### src/rtl/regfile_pkg.sv
// Shared definitions for the register file slice: default sizes, the
// hardwired-zero register index and MIPS register-name constants.
package regfile_pkg;

  localparam int DEF_DATA_W   = 32;
  localparam int DEF_NUM_REGS = 32;
  localparam int DEF_ADDR_W   = $clog2(DEF_NUM_REGS);

  // Register index that always reads zero and never becomes pending
  localparam int REG_ZERO = 0;

  typedef logic [DEF_ADDR_W-1:0] reg_addr_t;

  localparam reg_addr_t ZERO = 5'd0;
  localparam reg_addr_t AT   = 5'd1;
  localparam reg_addr_t V0   = 5'd2;
  localparam reg_addr_t V1   = 5'd3;
  localparam reg_addr_t A0   = 5'd4;
  localparam reg_addr_t A1   = 5'd5;
  localparam reg_addr_t A2   = 5'd6;
  localparam reg_addr_t A3   = 5'd7;
  localparam reg_addr_t T0   = 5'd8;
  localparam reg_addr_t T1   = 5'd9;
  localparam reg_addr_t T2   = 5'd10;
  localparam reg_addr_t T3   = 5'd11;
  localparam reg_addr_t T4   = 5'd12;
  localparam reg_addr_t T5   = 5'd13;
  localparam reg_addr_t T6   = 5'd14;
  localparam reg_addr_t T7   = 5'd15;
  localparam reg_addr_t S0   = 5'd16;
  localparam reg_addr_t S1   = 5'd17;
  localparam reg_addr_t S2   = 5'd18;
  localparam reg_addr_t S3   = 5'd19;
  localparam reg_addr_t S4   = 5'd20;
  localparam reg_addr_t S5   = 5'd21;
  localparam reg_addr_t S6   = 5'd22;
  localparam reg_addr_t S7   = 5'd23;
  localparam reg_addr_t T8   = 5'd24;
  localparam reg_addr_t T9   = 5'd25;
  localparam reg_addr_t K0   = 5'd26;
  localparam reg_addr_t K1   = 5'd27;
  localparam reg_addr_t GP   = 5'd28;
  localparam reg_addr_t SP   = 5'd29;
  localparam reg_addr_t FP   = 5'd30;
  localparam reg_addr_t RA   = 5'd31;

endpackage

### src/rtl/regfile_scoreboard.sv
// Pending-writeback scoreboard: one set/clear flop per register.
// Issue sets a bit, writeback clears it; issue wins when both hit the
// same register in one cycle. Register 0 is never pending.
module regfile_scoreboard
  import regfile_pkg::*;
#(
  parameter  int NUM_REGS = DEF_NUM_REGS,
  localparam int ADDR_W   = $clog2(NUM_REGS)
) (
  input  logic                clk,
  input  logic                reset,
  input  logic                iss_en,
  input  logic [ADDR_W-1:0]   iss_addr,
  input  logic                wr_en,
  input  logic [ADDR_W-1:0]   wr_addr,
  output logic [NUM_REGS-1:0] busy_vec
);

  // Per-register pending bits with issue-over-writeback priority
  always_ff @(posedge clk) begin
    if (reset) begin
      busy_vec <= '0;
    end else begin
      for (int r = 0; r < NUM_REGS; r++) begin
        if (r == REG_ZERO) begin
          busy_vec[r] <= 1'b0;
        end else if (iss_en && (iss_addr == ADDR_W'(r))) begin
          busy_vec[r] <= 1'b1;
        end else if (wr_en && (wr_addr == ADDR_W'(r))) begin
          busy_vec[r] <= 1'b0;
        end
      end
    end
  end

endmodule

### src/rtl/regfile_sb.sv
// General-purpose register file with NUM_RD combinational read ports,
// one write port, hardwired-zero register 0 and a pending scoreboard
// for RAW hazard detection in decode.
// Optional macro REGFILE_BYPASS_EN: forward a same-cycle writeback to
// matching read ports and mask their pending bit.
module regfile_sb
  import regfile_pkg::*;
#(
  parameter  int DATA_W   = DEF_DATA_W,
  parameter  int NUM_REGS = DEF_NUM_REGS,
  parameter  int NUM_RD   = 2,
  localparam int ADDR_W   = $clog2(NUM_REGS)
) (
  input  logic                     clk,
  input  logic                     reset,
  input  logic [NUM_RD*ADDR_W-1:0] rd_addr,
  output logic [NUM_RD*DATA_W-1:0] rd_data,
  output logic [NUM_RD-1:0]        rd_pend,
  input  logic                     wr_en,
  input  logic [ADDR_W-1:0]        wr_addr,
  input  logic [DATA_W-1:0]        wr_data,
  input  logic                     iss_en,
  input  logic [ADDR_W-1:0]        iss_addr,
  output logic [NUM_REGS-1:0]      busy_vec
);

  logic [DATA_W-1:0] mem [NUM_REGS];
  logic              wrHit;

  // A writeback to register 0 is dropped entirely
  assign wrHit = wr_en && (wr_addr != ADDR_W'(REG_ZERO));

  // Architectural storage; register 0 is never written
  always_ff @(posedge clk) begin
    if (reset) begin
      for (int r = 0; r < NUM_REGS; r++) begin
        mem[r] <= '0;
      end
    end else if (wrHit) begin
      mem[wr_addr] <= wr_data;
    end
  end

  regfile_scoreboard #(
    .NUM_REGS (NUM_REGS)
  ) u_scoreboard (
    .clk      (clk),
    .reset    (reset),
    .iss_en   (iss_en),
    .iss_addr (iss_addr),
    .wr_en    (wr_en),
    .wr_addr  (wr_addr),
    .busy_vec (busy_vec)
  );

  // Independent combinational read ports
  for (genvar i = 0; i < NUM_RD; i++) begin : g_rd
    logic [ADDR_W-1:0] addr;
    logic [DATA_W-1:0] stored;

    assign addr   = rd_addr[i*ADDR_W +: ADDR_W];
    assign stored = (addr == ADDR_W'(REG_ZERO)) ? '0 : mem[addr];

`ifdef REGFILE_BYPASS_EN
    logic fwd;
    logic issHit;

    // Write-through: the WB value reaches ID in the same cycle
    assign fwd    = wrHit && (wr_addr == addr);
    assign issHit = iss_en && (iss_addr == addr);
    assign rd_data[i*DATA_W +: DATA_W] = fwd ? wr_data : stored;
    assign rd_pend[i] = busy_vec[addr] && !(fwd && !issHit);
`else
    assign rd_data[i*DATA_W +: DATA_W] = stored;
    assign rd_pend[i] = busy_vec[addr];
`endif
  end

endmodule

### config.mk
export PLATFORM = sky130hd
export DESIGN_NAME = regfile_sb
export DESIGN_NICKNAME = d
export VERILOG_FILES = /design/src/rtl/regfile_pkg.sv /design/src/rtl/regfile_scoreboard.sv /design/src/rtl/regfile_sb.sv
export SDC_FILE = /design/constraint.sdc
export NUM_CORES = 2
export LEC_CHECK = 0
export BUFFER_PORTS_ARGS = -buffer_cell sky130_fd_sc_hd__buf_4
export CORE_AREA = 2 2 404 406
export DETAILED_ROUTE_END_ITERATION = 10
export DIE_AREA = 0 0 406 408
export PLACE_DENSITY = 0.5
export REMOVE_ABC_BUFFERS = 1
export SLEW_MARGIN = 10
export SYNTH_ARGS = -nofsm -noshare
export SYNTH_HDL_FRONTEND = slang
export SYNTH_SLANG_ARGS = --single-unit
### constraint.sdc
create_clock -name clk -period 4.33 [get_ports clk]
set_clock_uncertainty 0.2 [all_clocks]
set_input_delay 0.433 -clock clk [delete_from_list [all_inputs] [get_ports clk]]
set_output_delay 0.433 -clock clk [all_outputs]
set_load 0.02 [all_outputs]
==> summary.md <==
## Worst setup path
- slowest stage delay, CP: 770 ps
- CP bufs+invs: 4
- Worst Path Class, Setup: in2out
- cell count of the worst reg-to-reg path: 2
- kind of end point of the critical path: output pin
- master of the slowest instance on the critical path: sky130_fd_sc_hd__a2111oi_0
- source of the critical timing path: rd_addr[5]
- worst-path cell chain: buf_8, buf_12, buf_4, mux4_2, a22o_1, a2111oi_0, nor3_1, buf_4
- r2r endpoint: u_scoreboard.busy_vec[20]
- largest driver fanout on the critical path: 29
- origin of the critical flop-to-flop path: u_scoreboard.busy_vec[20]
- Worst setup SP type: primary input
- family of cells with the greatest summed delay on the critical path: buffers and inverters
- arrival time at the worst endpoint: 3590 ps
- data required time of the critical path: 3700 ps
- total stage count of the critical path: 8
- Most common cell on crit path: sky130_fd_sc_hd__buf_4
- flop-to-flop setup slack: 3310 ps

## Timing
- Final period util: 97.5%
- actual transition at the worst max-transition pin: 1400 ps
- number of hold violations in the final report: 0
- total of endpoints with negative setup slack in the final report: 0
- Total Neg Setup Slack: 0 ps
- setup repair after global routing missed its margin: no
- Min Clock Period, post-route: 4220 ps
- Hold Worst Slack: 40.0 ps
- post-route setup slack: 108 ps
- Relative slew margins: 6.43%
- FMAX: 237 MHz
- number of pins with negative max-slew slack in the final report: 0

## Drt
- Via density: 6.03
- initial drt markers: 5,376
- drt wl/cell: 37.2 um
- # DRC: 0
- antenna viol nets, final: 0
- Via Count: 37,900
- final wirelength: 234,000 um
- first-pass detailed-route iteration total: 5

## Floorplanning
- width of the die: 406 um
- DIE AREA: 166,000 um^2
- number of core rows: 148
- die height: 408 um
- Initial Utilization: 34.7%
- num ports: 154
- core area: 162,000 um^2

## GRT
- global-route wire length before repair: 320,000 um
- gr ovfl total: 0
- met2 demand-to-capacity share in global routing: 42.6%
- highest-utilization routing layer at the global route stage: met2
- met3 layer usage reported by global route: 5.98%
- vias in the first global route: 37,800
- global-route total usage across every layer: 28.0%
- Global Route met1 Usage: 40.3%
- maximum number of pins on one net before global-route repair: 80
- number of antenna violations at the first check in global routing: 34

## Worst hold path
- HP Start: wr_data[18]
- endpoint of the worst hold-timing path: mem[4][18]
- class of the worst hold path: in2reg
- number of stages on the worst hold path: 2

## Synth
- top_reg_cell synth: sky130_fd_sc_hd__edfxtp_1
- cell type with the largest total area after synthesis: sky130_fd_sc_hd__edfxtp_1
- Post-synth EDFFs: 1,024
- Yosys top cell area share: 54.8%
- biggest area contributors in the synthesized netlist: sky130_fd_sc_hd__edfxtp_1, sky130_fd_sc_hd__mux4_2, sky130_fd_sc_hd__and2_1
- average instance area after synthesis: 14.6 um^2
- Cell variety after synth: 57
- number of warnings printed during yosys synthesis: 0
- number of cells produced by synthesis: 3,853
- number of register bits inferred by synthesis: 1,055
- share of flip-flops with an asynchronous set or reset: 0%
- area of the mapped netlist: 56,100 um^2
- sequential fraction of the synthesis area: 55.9%

## CTS
- worst skew pair latency: 740 ps
- clock input transition at the sequential cells of the worst setup and hold paths: 60 ps
- depth of the CTS H-tree: 3
- cells resized by post-CTS repair: 0
- clk sink count: 1,055
- clock buffers created by TritonCTS: 118
- CTS tree: built
- Clock Path Buffers: 3
- root cell of the clock tree: sky130_fd_sc_hd__clkbuf_16

## Job
- maximum capacitance violations: 0

## Placed design
- dpl hpwl: 147,000 um
- number of I/O port buffers: 152
- placer's final routability congestion estimate: 0.873
- Post-Place Worst Slack: 189 ps

## Cells and area
- layout cells sized above 1: 27.1%
- Net count, final: 4,066
- # fillers: 14,800
- Area Overhead vs Synth: 16.5%
- utilization of the core after routing: 40.4%

## Status
- run status: finished, final reports clean

## Power
- reported leakage power: 0.0227 uW
- largest voltage drop on the vdd net: 0.378 mV
- power density over the cells: 402 nW/um^2

-- through the flow --
| step | cells | total power [uW] | instance area (um^2) |
|---|---|---|---|
| after floorplan | 3469 | 13700 | 54400 |
| after global placement | 6030 | 15600 | 60900 |
| after detailed placement | 6030 | 15600 | 60900 |
| after CTS | 6280 | 26400 | 65400 |
| after global routing | 6282 | 26900 | 65400 |
| final | 6288 | 26300 | 65400 |
-- placed cells by master, fill, tap and decap left out, types with 45 or more instances in the layout --
master,synthesis,routed
sky130_fd_sc_hd__edfxtp_1,1024,1024
sky130_fd_sc_hd__a22o_1,62,62
sky130_fd_sc_hd__mux4_2,425,425
sky130_fd_sc_hd__and2_1,1003,1002
sky130_fd_sc_hd__nand2_1,75,75
sky130_fd_sc_hd__buf_4,32,341
sky130_fd_sc_hd__nor3_1,61,60
sky130_fd_sc_hd__a21oi_1,45,45
sky130_fd_sc_hd__clkbuf_16,0,124
sky130_fd_sc_hd__o21ai_0,68,68
sky130_fd_sc_hd__mux2i_1,211,211
-- metal layers --
layer  vias to the layer above  part of all wire [%]
met3                       393                    10
met2                      2378                    45
met1                     20000                    42
met4                         2                   3.1
met5                         -                0.0056
li1                      15100                     -
-- cell usage after synthesis, drive strengths merged, types with 42 or more instances --
cell type and count:
a211oi 42, a21oi 45, a22o 62, and2 1004, buf 118, clkbuf 298
edfxtp 1024, mux2i 211, mux4 425, nand2 75, nor2 66, nor3 62
o21ai 68
-- logic make-up after synthesis --
logic type             count (synthesis)  synth area share (%)
multiplexers                         672                  21.5
buffers and inverters                432                  3.46
AND/OR/NAND/NOR                     1270                  13.4
other                                  1               0.00668
AO/OA/AOI/OAI                        423                  5.66
flip-flops                          1055                  55.9
-- layout make-up --
| type | instances | area, um^2 | share of cell area (%) |
|---|---|---|---|
| Antenna cell | 8 | 20.0 | 0.0306 |
| Clock buffer | 149 | 3240 | 4.95 |
| Clock inverter | 66 | 842 | 1.29 |
| Inverter | 16 | 66.3 | 0.101 |
| Multi-Input combinational cell | 2398 | 23400 | 35.7 |
| Sequential cell | 1055 | 31400 | 48.0 |
| Tap cell | 2175 | 2720 | 4.16 |
| Timing Repair Buffer | 421 | 3760 | 5.75 |
-- report_power, final --
| part | internal [uW] | switching (uW) |
|---|---|---|
| combinational | 1330 | 2070 |
| clock | 6440 | 4400 |
| sequential | 11800 | 311 |
| total | 19500 | 6780 |
-- how the worst max path moves through the flow --
stage | endpoint | slack [ps]
2_1_floorplan | rd_data[36] | 120
3_3_place_gp | rd_data[39] | 150
3_5_place_dp | rd_data[47] | 190
4_1_cts | rd_data[47] | 170
5_1_grt | rd_data[39] | 130
6_report | rd_data[39] | 110
-- registers in the layout, indices dropped and copies added, names as in the netlist --
signal	flops
mem	1024
u_scoreboard.busy_vec	31
-- repair_timing --
item / 4_1_cts / 5_1_grt
setup buffers: 0 / 0
endpoints found under the hold margin: 523 / 0
hold buffers: 35 / 0
endpoints found under the setup margin: 0 / 0
Power figures use the tool's default switching activity.
